--- config.mk ---
export PLATFORM = sky130hd
export DESIGN_NAME = vga_scan_ctrl
export DESIGN_NICKNAME = d
export VERILOG_FILES = /design/src/rtl/vga_scan_ctrl.sv
export SDC_FILE = /design/constraint.sdc
export NUM_CORES = 1
export LEC_CHECK = 0
export ABC_AREA = 1
export BUFFER_PORTS_ARGS = -buffer_cell sky130_fd_sc_hd__buf_2
export CAP_MARGIN = 20
export CORE_UTILIZATION = 30
export DETAILED_ROUTE_END_ITERATION = 10
export SLEW_MARGIN = 15
export SYNTH_ARGS = -nofsm -noshare
export SYNTH_HDL_FRONTEND = slang
export SYNTH_SLANG_ARGS = --single-unit
--- constraint.sdc ---
create_clock -name clk -period 2.2 [get_ports clk]
set_input_delay 0.33 -clock clk [delete_from_list [all_inputs] [get_ports clk]]
set_output_delay 0.33 -clock clk [all_outputs]
set_load 0.03 [all_outputs]
--- src/rtl/vga_scan_ctrl.sv ---
`default_nettype none
// +------------------------------------------------------------------------+
// | vga_scan_ctrl : 640x480@60 VGA scan generator with pixel-clock enable,   |
// |   shared row/col bus, and a two-tick registered pixel/sync path.         |
// |   Optional colour-bar generator: define VGA_TEST_PATTERN_EN.             |
// | Revision: 1.0 - initial release                                          |
// +------------------------------------------------------------------------+
module vga_scan_ctrl #(
  parameter int CLK_DIV  = 4,
  parameter int H_TOTAL  = 800,
  parameter int V_TOTAL  = 525,
  parameter int H_ACTIVE = 640,
  parameter int H_FRONT  = 16,
  parameter int H_SYNC   = 96,
  parameter int V_ACTIVE = 480,
  parameter int V_FRONT  = 10,
  parameter int V_SYNC   = 2
) (
  input  logic        clk,
  input  logic        rst,
  input  logic [11:0] d_in,
  input  logic        test_mode,
  output logic [8:0]  row,
  output logic [9:0]  col,
  output logic        rdn,
  output logic        pix_tick,
  output logic        frame_start,
  output logic        hs,
  output logic        vs,
  output logic [3:0]  r,
  output logic [3:0]  g,
  output logic [3:0]  b
);

  localparam int DW = $clog2(CLK_DIV);
  localparam int HW = ($clog2(H_TOTAL) > 10) ? $clog2(H_TOTAL) : 10;
  localparam int VW = ($clog2(V_TOTAL) > 10) ? $clog2(V_TOTAL) : 10;

  localparam logic [DW-1:0] C_DIV_LAST = DW'(CLK_DIV - 1);
  localparam logic [HW-1:0] C_H_LAST   = HW'(H_TOTAL - 1);
  localparam logic [HW-1:0] C_H_ACT    = HW'(H_ACTIVE);
  localparam logic [HW-1:0] C_H_SYNC_S = HW'(H_ACTIVE + H_FRONT);
  localparam logic [HW-1:0] C_H_SYNC_E = HW'(H_ACTIVE + H_FRONT + H_SYNC);
  localparam logic [VW-1:0] C_V_LAST   = VW'(V_TOTAL - 1);
  localparam logic [VW-1:0] C_V_ACT    = VW'(V_ACTIVE);
  localparam logic [VW-1:0] C_V_SYNC_S = VW'(V_ACTIVE + V_FRONT);
  localparam logic [VW-1:0] C_V_SYNC_E = VW'(V_ACTIVE + V_FRONT + V_SYNC);

  logic [DW-1:0] div_q, div_d;
  logic [HW-1:0] h_q, h_d;
  logic [VW-1:0] v_q, v_d;
  logic          tick_d;
  logic          active_q, active_d;
  logic          hsync_q, hsync_d;
  logic          vsync_q, vsync_d;
  logic [11:0]   pixel_d;

`ifdef VGA_TEST_PATTERN_EN
  logic [11:0]   bar_rgb_d;

  // Eight 80-pixel bars keyed off the column already presented on the bus.
  always_comb begin
    if      (col < 10'd80)  bar_rgb_d = 12'hfff;
    else if (col < 10'd160) bar_rgb_d = 12'hff0;
    else if (col < 10'd240) bar_rgb_d = 12'h0ff;
    else if (col < 10'd320) bar_rgb_d = 12'h0f0;
    else if (col < 10'd400) bar_rgb_d = 12'hf0f;
    else if (col < 10'd480) bar_rgb_d = 12'hf00;
    else if (col < 10'd560) bar_rgb_d = 12'h00f;
    else                    bar_rgb_d = 12'h000;
  end
`else
  logic          w_unused_test_mode;
  assign w_unused_test_mode = test_mode;
`endif

  always_comb begin
    tick_d = (div_q == C_DIV_LAST);
    div_d  = tick_d ? '0 : div_q + 1'b1;
    h_d    = h_q;
    v_d    = v_q;
    if (tick_d) begin
      if (h_q == C_H_LAST) begin
        h_d = '0;
        v_d = (v_q == C_V_LAST) ? '0 : v_q + 1'b1;
      end else begin
        h_d = h_q + 1'b1;
      end
    end
    active_d = (h_q < C_H_ACT) && (v_q < C_V_ACT);
    hsync_d  = (h_q >= C_H_SYNC_S) && (h_q < C_H_SYNC_E);
    vsync_d  = (v_q >= C_V_SYNC_S) && (v_q < C_V_SYNC_E);
`ifdef VGA_TEST_PATTERN_EN
    pixel_d  = active_q ? (test_mode ? bar_rgb_d : d_in) : 12'h000;
`else
    pixel_d  = active_q ? d_in : 12'h000;
`endif
  end

  always_ff @(posedge clk) begin
    if (rst) begin
      div_q       <= '0;
      h_q         <= '0;
      v_q         <= '0;
      pix_tick    <= 1'b0;
      frame_start <= 1'b0;
      row         <= '0;
      col         <= '0;
      rdn         <= 1'b1;
      active_q    <= 1'b0;
      hsync_q     <= 1'b0;
      vsync_q     <= 1'b0;
      hs          <= 1'b1;
      vs          <= 1'b1;
      {r, g, b}   <= 12'h000;
    end else begin
      div_q       <= div_d;
      h_q         <= h_d;
      v_q         <= v_d;
      pix_tick    <= tick_d;
      frame_start <= tick_d && (h_q == '0) && (v_q == '0);
      if (tick_d) begin
        // Stage 0 presents the current coordinate; stage 1 emits the previous one.
        row       <= active_d ? v_q[8:0] : '0;
        col       <= active_d ? h_q[9:0] : '0;
        rdn       <= ~active_d;
        active_q  <= active_d;
        hsync_q   <= hsync_d;
        vsync_q   <= vsync_d;
        hs        <= ~hsync_q;
        vs        <= ~vsync_q;
        {r, g, b} <= pixel_d;
      end
    end
  end

endmodule
`default_nettype wire

Word level (Yosys, flattened, before mapping):

Cells that the tools add are included.
W data, S select, Z words.

* bits in read-only memories: 0
* bits in writable memories: 0
* bits in registers: 61
* input bits: 15
* memories: 0
* logic and storage cells: 45
* output and inout bits: 36
* bits in latches: 0

* equality and inequality tests: 3
* reduce and logical (&&, ||, !) cells: 9
* magnitude comparators: 6
* mux-type cells: 5
* bitwise operators: 3
* add/subtract/negate cells: 3
* div/mod/pow operators: 0
* multipliers: 0
* shift operators: 0

Operators by type and width (count)
* $mux W10: 3
* $add A10 B1 Y10 const B: 2
* $eq A10 B10 Y1 const B: 2
* $logic_not A10 Y1: 2
* $lt A10 B10 Y1 const B: 2
* $lt A10 B9 Y1 const B: 2
* $mux W12: 1
* $ge A10 B10 Y1 const B: 1
* $ge A10 B9 Y1 const B: 1
* $mux W9: 1
* $logic_and A1 B1 Y1: 5
* $not A1 Y1: 3
* $add A2 B1 Y2 const B: 1
* $eq A2 B2 Y1 const B: 1
* $reduce_and A2 Y1: 1
* $reduce_or A2 Y1: 1

Depth between registers and ports, before layout:

Gate-level depths: netlist of the first run.

* depth in word-level cells: 3
* mapped depth: 10
* mapped depth without buffers: 9

Least setup slack after synthesis of the first run:

No wires, ideal clock.

* path kind: reg-to-reg
* start point: register div_q[0]
* end point: register v_q[3]
* period minus slack after synthesis: 1.308 ns
* required time: 2.092 ns
* data arrival time: 1.200 ns
* slack: 0.892 ns
* path buffers: 1
* cell stages (with the launch flop): 10
* library setup time: 0.108 ns
* cell sequence: dfxtp_1 ha_1 buf_6 nand2_4 nor2_8 nand3_2 nand2_4 nand2_4 nand3_2 inv_2

* longest elaborated chain between the ends: 2

RTL lines
* start, declared: line 49 `logic [DW-1:0] div_q, div_d;`
* start signal, assigned: line 117 `div_q <= div_d;`
* $eq A2 B2 Y1: line 78 `tick_d = (div_q == C_DIV_LAST);`
* named net tick_d: line 52 `logic tick_d;`
* $reduce_and A2 Y1 (no source line)
* end signal, assigned: line 119 `v_q <= v_d;`
* end, declared: line 51 `logic [VW-1:0] v_q, v_d;`

The timed path passes the listed nets, and every way through them passes these cells.
A chain may end at the register's enable or synchronous reset.

Worst setup path after layout of the first run:

* start point: register div_q[0]
* end point: register rdn

* longest elaborated chain between the ends: 1

RTL lines
* $eq A2 B2 Y1: line 78
* named net tick_d: line 52
* end signal, assigned: line 126 `rdn <= ~active_d;`
* end, declared: line 25 `output logic rdn,`

The timed path passes the listed nets, and every way through them passes these cells.

==> run_results.csv, run 1 <==
group,metric,value,unit
critical_path,crit_fanout,35,
logic_synthesis,synth-seq-cells,61,
routing,num_vias,2253,
critical_path,cpMaxStageDelayCell,"ha_1",
routing,drt-initial-drc-count,96,
cells_and_area,areaGrowthSynthToFinish,19.81,%
logic_synthesis,yosys.area_share.xor_xnor,0.006763,
pwr,vdd.ir_drop.worst,0.2685,mV
run,cap_violations,0,
run_status,outcome,"complete, no violations",
hold_path,hp-class,"in2reg",
floorplan,coreArea,8299,sq um
cells_and_area,finalInstanceArea,3103,sq um
grt,grt_pass1_wl,9922,microns
pwr,leakage,1.386,nW
sta,rsz0062_at_grt,"false",
floorplan,start_util,0.3121,
pwr,clockPowerShare,0.450,
critical_path,path_cells,"ha_1 > nor2_2 > buf_4 > inv_1 > o21ai_1 > inv_1",
cts,numCtsBuffers,9,
placement,dp.cells,462,
logic_synthesis,syn_area,2590,sq um
routing,viasPerCell,4.713,
floorplan,fp.dieArea,9009,sq um
cells_and_area,stdcell_count,478,
logic_synthesis,async_flop_share,0,
logic_synthesis,yosys.area_share.adder,0.02415,
floorplan,die_y,94.92,microns
pwr,power_switching,0.5412,mW
critical_path,path_common_cell,"inv_1",
grt,grt_util_all_layers,0.1438,
floorplan,die_x,94.92,microns
sta,relSlewSlack,0.6983,
sta,worst_pin_slew,0.4519,ns
sta,finalMaxSlewViolations,0,
logic_synthesis,synth_cells,316,
floorplan,ios,51,
placement,port-buffer-count,49,
routing,firstDrtPassIters,4,
logic_synthesis,synth-compound-area-share,0.1261,
sta,finalClockSkew,0.005401,ns
critical_path,cp-start-kind,"flip-flop",
routing,drc,0,
floorplan,num_rows,33,
pwr,power_density,712.6,nW/um^2
logic_synthesis,synthMuxAreaShare,0,
placement,place_congestion,0.8301,
placement,dpl.hpwl,4200,microns
routing,avgRoutedWirePerCell,12.28,microns
cts,cts_buffer_depth,2,
sta,timing.fmax,595.4,MHz
critical_path,arrival,1.92,ns
pwr,seq_power_share,0.508,
cells_and_area,layout-drive-gt1-share,0.2520,
placement,placed_cell_area,2905,sq um
critical_path,slowest_delay,0.33,ns
cts,cts_resized,0,
cts,htree_num_levels,3,
sta,fin_crit,1.679,ns
pwr,swShare,0.2448,
pwr,combinationalPowerShare,0.041,
sta,hold_viol,0,
logic_synthesis,synth.area.top_cells,"dfxtp_1, nand2_1, nor2_1",
grt,first_global_vias,2102,
logic_synthesis,synth.distinct_cells,31,
pwr,p_int,1.670,mW
logic_synthesis,seq_area_frac_synth,0.4715,
critical_path,endpoint_kind,"flip-flop",
logic_synthesis,synth_area_per_cell,8.196,sq um
grt,antenna_found_initial,0,
logic_synthesis,yosysTopAreaCell,"dfxtp_1",
cts,postCtsSetupBuffers,0,
cts,cts_tree,"built",
cts,hold_buffers,0,
sta,finalSetupViolCount,0,
logic_synthesis,synth_edf_count,0,
logic_synthesis,synthFlopType,"dfxtp_1",
critical_path,crit_type,"reg2reg",
sta,fin_setup_tns,0,ns
cts,root_buffer,"clkbuf_8",
logic_synthesis,synth_top_family_by_area,"simple AND/OR/NAND/NOR gates",
logic_synthesis,ys.warnings.count,0,
cts,clock-sinks,61,
routing,drtAntennaViolNets,0,
cts,insertion_delay,0.34,ns
logic_synthesis,synthDominantCellAreaShare,0.4715,
grt,overflow,0,
critical_path,worstPathRequired,2.44,ns
routing,routed_wl,5869,microns
grt,grt_max_degree,36,
logic_synthesis,synth-simple-area-share,0.2884,
sta,period_share,0.7634,
cells_and_area,n_antenna_cell,0,
cells_and_area,fin_nets,388,
logic_synthesis,syn-num-nets,336,
cts,path_clk_slew,0.07,ns
==> power by group through the flow <==
stage	clock network (mW)	logic, mW	registers [mW]
6_report	0.996	0.0912	1.12
5_1_grt	1.08	0.103	1.13
4_1_cts	1.03	0.0937	1.12
3_5_place_dp	0	0.0931	1.15
3_3_place_gp	0	0.0905	1.15
2_1_floorplan	0	0.0629	1.15
==> cell type report <==
class / count / area (sq um)
clock buffer: 9 / 123.9
fill: 897 / 5196
inverter: 37 / 146.4
sequential: 61 / 1221
timing repair buffer: 50 / 252.7
clock inverter: 7 / 73.82
tap: 105 / 131.4
multi-input combinational: 209 / 1154
==> flip-flops by register name (all words and copies together), names as in the netlist <==
register,count
vsync_q,1
vs,1
div_q,2
frame_start,1
row,9
hsync_q,1
pix_tick,1
r,4
col,10
b,4
h_q,10
v_q,10
hs,1
g,4
active_q,1
rdn,1
==> layer usage <==
layer	vias to the layer above	GRT usage	wire, microns
met1	1038	0.1817	2778
li1	1147	-	-
met5	-	0	0
met4	0	0.05303	95
met2	59	0.2224	2666
met3	9	0.05314	328
==> path summary, 6_finish.rpt <==
kind / cells after the start / slack (ns) / from / to
max reg2reg: 6 / 0.52 / div_q[0] / rdn
min: 2 / 0.23 / d_in[10] / r[2]
max: 6 / 0.52 / div_q[0] / rdn
min reg2reg: 1 / 0.43 / div_q[0] / div_q[0]
==> layout by cell type, fill, tap and decap left out, types with 4 or more instances in the layout <==
cell type	n
o21ai_0	22
a32o_1	12
a21oi_1	10
nand3_2	4
nand2_2	4
nand2_1	68
buf_2	49
nand4_1	9
nor2_2	4
dfxtp_1	61
ha_1	5
inv_2	5
nand3_1	16
clkbuf_8	9
inv_1	30
nor2_1	35
==> per-stage QoR <==
step / util / setup slack (ns) / power [mW] / hold WS [ns]
after floorplan: - / 0.8924 / 1.216 / 0.3992
after global placement: 0.3501 / 0.5601 / 1.240 / 0.4070
after detailed placement: 0.3501 / 0.5071 / 1.243 / 0.4135
after CTS: 0.3739 / 0.4761 / 2.243 / 0.2206
after global routing: 0.3739 / 0.3006 / 2.306 / 0.2183
final: 0.3739 / 0.5205 / 2.211 / 0.2330
==> logic make-up (layout without fill, tap and decap cells) <==
kind of cell	Yosys count	after routing
compound gates	51	51
xor+xnor	2	2
fa+ha+maj	5	5
buf+inv	46	103
flops	61	61
simple gates	151	151
==> Yosys cell counts, types with 3 or more instances <==
library cell / n
a21oi_1: 10
a32o_1: 12
buf_2: 4
buf_6: 4
dfxtp_1: 61
ha_1: 5
inv_1: 30
inv_2: 5
nand2_1: 68
nand2_2: 4
nand2_4: 3
nand3_1: 16
nand3_2: 4
nand4_1: 9
nor2_1: 35
nor2_2: 4
o21ai_0: 22
o21ai_1: 3
==> worst max-delay path, delay by kind of cell (launching register included) <==
family,cells,cell delay (ns)
buffers and inverters,3,0.60
adders and majority gates,1,0.33
DFF,1,0.32
AOI/OAI and AO/OA,1,0.16
and+or+nand+nor,1,0.15
Power figures use the tool's default switching activity.
==> inputs of run 2 (changes only) <==
--- a/config.mk
+++ b/config.mk
@@ -5,7 +5,7 @@
 export SDC_FILE = /design/constraint.sdc
 export NUM_CORES = 1
 export LEC_CHECK = 0
-export ABC_AREA = 1
+export ABC_AREA = 0
 export BUFFER_PORTS_ARGS = -buffer_cell sky130_fd_sc_hd__buf_2
 export CAP_MARGIN = 20
 export CORE_UTILIZATION = 30
==> constraint.sdc (replaced) <==
create_clock -name clk -period 1.4 [get_ports clk]
set_input_delay 0.21 -clock clk [delete_from_list [all_inputs] [get_ports clk]]
set_output_delay 0.21 -clock clk [all_outputs]
set_load 0.03 [all_outputs]
==> run_results.csv, run 2 <==
group,metric,value,unit
run_status,outcome,"finished with violations",
run_status,violations,"negative setup slack",
logic_synthesis,synthFlopType,"dfxtp_1",
logic_synthesis,synth_area_per_cell,10.45,sq um
routing,drt-initial-drc-count,103,
critical_path,arrival,1.78,ns
logic_synthesis,synth_edf_count,0,
routing,routed_wl,6021,microns
logic_synthesis,async_flop_share,0,
sta,worst_pin_slew,0.3095,ns
critical_path,crit_fanout,6,
logic_synthesis,yosysMostFrequentCell,"dfxtp_1",
sta,finalMaxSlewViolations,0,
cts,cts_buffer_depth,2,
sta,fin_crit,1.547,ns
cts,hold_buffers,0,
pwr,leakage,1.525,nW
cts,htree_num_levels,3,
cts,insertion_delay,0.35,ns
cells_and_area,register_area,1232,sq um
cells_and_area,final_cell_mix,"dfxtp_1, buf_2, buf_4, a22o_1, nor2_1",
pwr,power_density,1017,nW/um^2
run,cap_violations,0,
cells_and_area,fillCellCount,708,
cts,clock-sinks,61,
grt,overflow,0,
critical_path,crit_type,"reg2reg",
logic_synthesis,yosysTopAreaCell,"dfxtp_1",
logic_synthesis,synthDominantCellAreaShare,0.5102,
floorplan,fp.dieArea,8339,sq um
cells_and_area,multi_input_comb_area,1204,sq um
sta,layout_setup_ws,-0.1470,ns
floorplan,coreArea,7727,sq um
sta,hold_viol,0,
routing,viasPerCell,4.730,
cells_and_area,layout-drive-gt1-share,0.4787,
grt,grt_pass1_wl,9804,microns
grt,grt_max_degree,14,
routing,avgRoutedWirePerCell,14.00,microns
cts,cts_tree,"built",
placement,dpl.hpwl,4081,microns
hold_path,min_path_cells,2,
pwr,total_power,3.508,mW
logic_synthesis,synth.area.top_cells,"dfxtp_1, a22o_1, xor2_1",
critical_path,cp-start-kind,"flip-flop",
routing,drc,0,
cts,root_buffer,"clkbuf_8",
sta,finalClockSkew,0.006578,ns
logic_synthesis,synthMuxAreaShare,0.01307,
floorplan,die_y,91.32,microns
logic_synthesis,syn_area,2394,sq um
logic_synthesis,synth-simple-area-share,0.1924,
critical_path,endpoint_kind,"flip-flop",
floorplan,num_rows,32,
floorplan,ios,51,
floorplan,start_util,0.3097,
routing,num_vias,2034,
cells_and_area,areaGrowthSynthToFinish,44.07,%
logic_synthesis,synth_cells,229,
cells_and_area,reg_top3,"col (10), h_q (10), v_q (10)",
logic_synthesis,synth-seq-cells,61,
placement,port-buffer-count,49,
cells_and_area,finalCoreUtilization,0.4462,
cells_and_area,final_common_cell,"dfxtp_1",
sta,finalSetupViolCount,30,
critical_path,worstPathRequired,1.63,ns
logic_synthesis,ys.warnings.count,0,
logic_synthesis,yosys.area_share.xor_xnor,0.04391,
sta,relSlewSlack,0.7915,
logic_synthesis,syn-num-nets,249,
cells_and_area,n_antenna_cell,0,
hold_path,hp-class,"in2reg",
grt,antenna_found_initial,0,
logic_synthesis,yosys.area_share.adder,0.02614,
sta,rsz0062_at_grt,"true",
logic_synthesis,synth_top_family_by_area,"simple AND/OR/NAND/NOR gates",
logic_synthesis,synth-compound-area-share,0.1668,
placement,place_congestion,0.7931,
sta,period_share,1.105,
logic_synthesis,synth_commonest_cells,"dfxtp_1, a22o_1, nor2_1, nand2_1, xor2_1",
floorplan,die_x,91.32,microns
logic_synthesis,synth.distinct_cells,46,
cts,numCtsBuffers,9,
grt,grt_util_all_layers,0.1539,
cells_and_area,fin_nets,343,
grt,first_global_vias,2063,
logic_synthesis,seq_area_frac_synth,0.5102,
routing,drtAntennaViolNets,0,
critical_path,reg2reg_depth,6,
routing,firstDrtPassIters,4,
cts,path_clk_slew,0.07,ns
pwr,vdd.ir_drop.worst,0.3771,mV
sta,timing.fmax,646.4,MHz
-- run 2: cell types whose count changed after synthesis, sizes merged, moves of 4 or more --
cell / change
a21oi: -8
nor2: -23
clkbuf: +6
a32o: -11
xor2: +7
o21ai: -20
nand4: -4
nand2: -66
a22o: +33
or3: +4
nand3: -11
inv: -30
and2: +4
-- run 2: cell type report --
cell class | count | area share
Timing Repair Buffer | 99 | 0.1901
Clock buffer | 10 | 0.03991
Sequential cell | 61 | 0.3574
Inverter | 7 | 0.008345
Clock inverter | 6 | 0.01814
Multi-Input combinational cell | 145 | 0.3491
Tap cell | 102 | 0.03701
-- run 2: timing repair --
item | 4_1_cts | 5_1_grt
gates resized for setup | 27 | 17
cloned | 2 | 0
buffers inserted | 8 | 3
endpoints found under the setup margin | 51 | 39
pin swaps | 5 | 13
-- run 2: final timing paths --
| check | end | start | slack, ns |
|---|---|---|---|
| worst min-delay path | b[0] | d_in[0] | 0.07 |
| worst max-delay path | v_q[7] | v_q[1] | -0.15 |
| worst min register to register | div_q[0] | div_q[0] | 0.44 |
| worst max register to register | v_q[7] | v_q[1] | -0.15 |
-- run 2: power by group --
part | switching, mW | internal [mW]
combinational | 0.102 | 0.0861
sequential | 0.0126 | 1.76
clock | 0.690 | 0.862
-- run 2: kinds of logic (layout without fill, tap and decap cells) --
kind of cell / Yosys count / count (layout)
and+or+nand+nor: 78 / 78
DFF: 61 / 61
AOI/OAI and AO/OA: 47 / 47
buffers and inverters: 23 / 122
xor gates and xnor gates: 12 / 12
adders and majority gates: 5 / 5
muxes: 3 / 3
-- run 2: critical path: stages, from the launching register on --
cell and delay [ns]:
dfxtp_2 0.32, inv_2 0.07, ha_4 0.12, or4b_4 0.48, nor3_4 0.16, a31o_4 0.22
a21oi_1 0.05
-- run 2: routing by layer --
layer	track usage	wire length, microns	vias up
li1	-	-	1018
met1	0.1642	2558	947
met4	0.09524	198	0
met2	0.2746	3027	52
met5	0	0	-
met3	0.03434	236	17
-- run 2: per-stage QoR --
step                      std cells  cell area [sq um]  worst slack [ns]  hold WS [ns]  TNS (ns)
after global routing            430               3448           -0.2492       0.06148    -3.103
after CTS                       431               3435           -0.1984       0.05407    -3.895
final                           430               3448           -0.1470       0.06884    -1.716
after global placement          405               3013           -0.2151        0.4122    -6.467
after floorplan                 229               2410           -0.1391        0.3355    -1.138
after detailed placement        405               3013           -0.2431        0.4192    -7.332
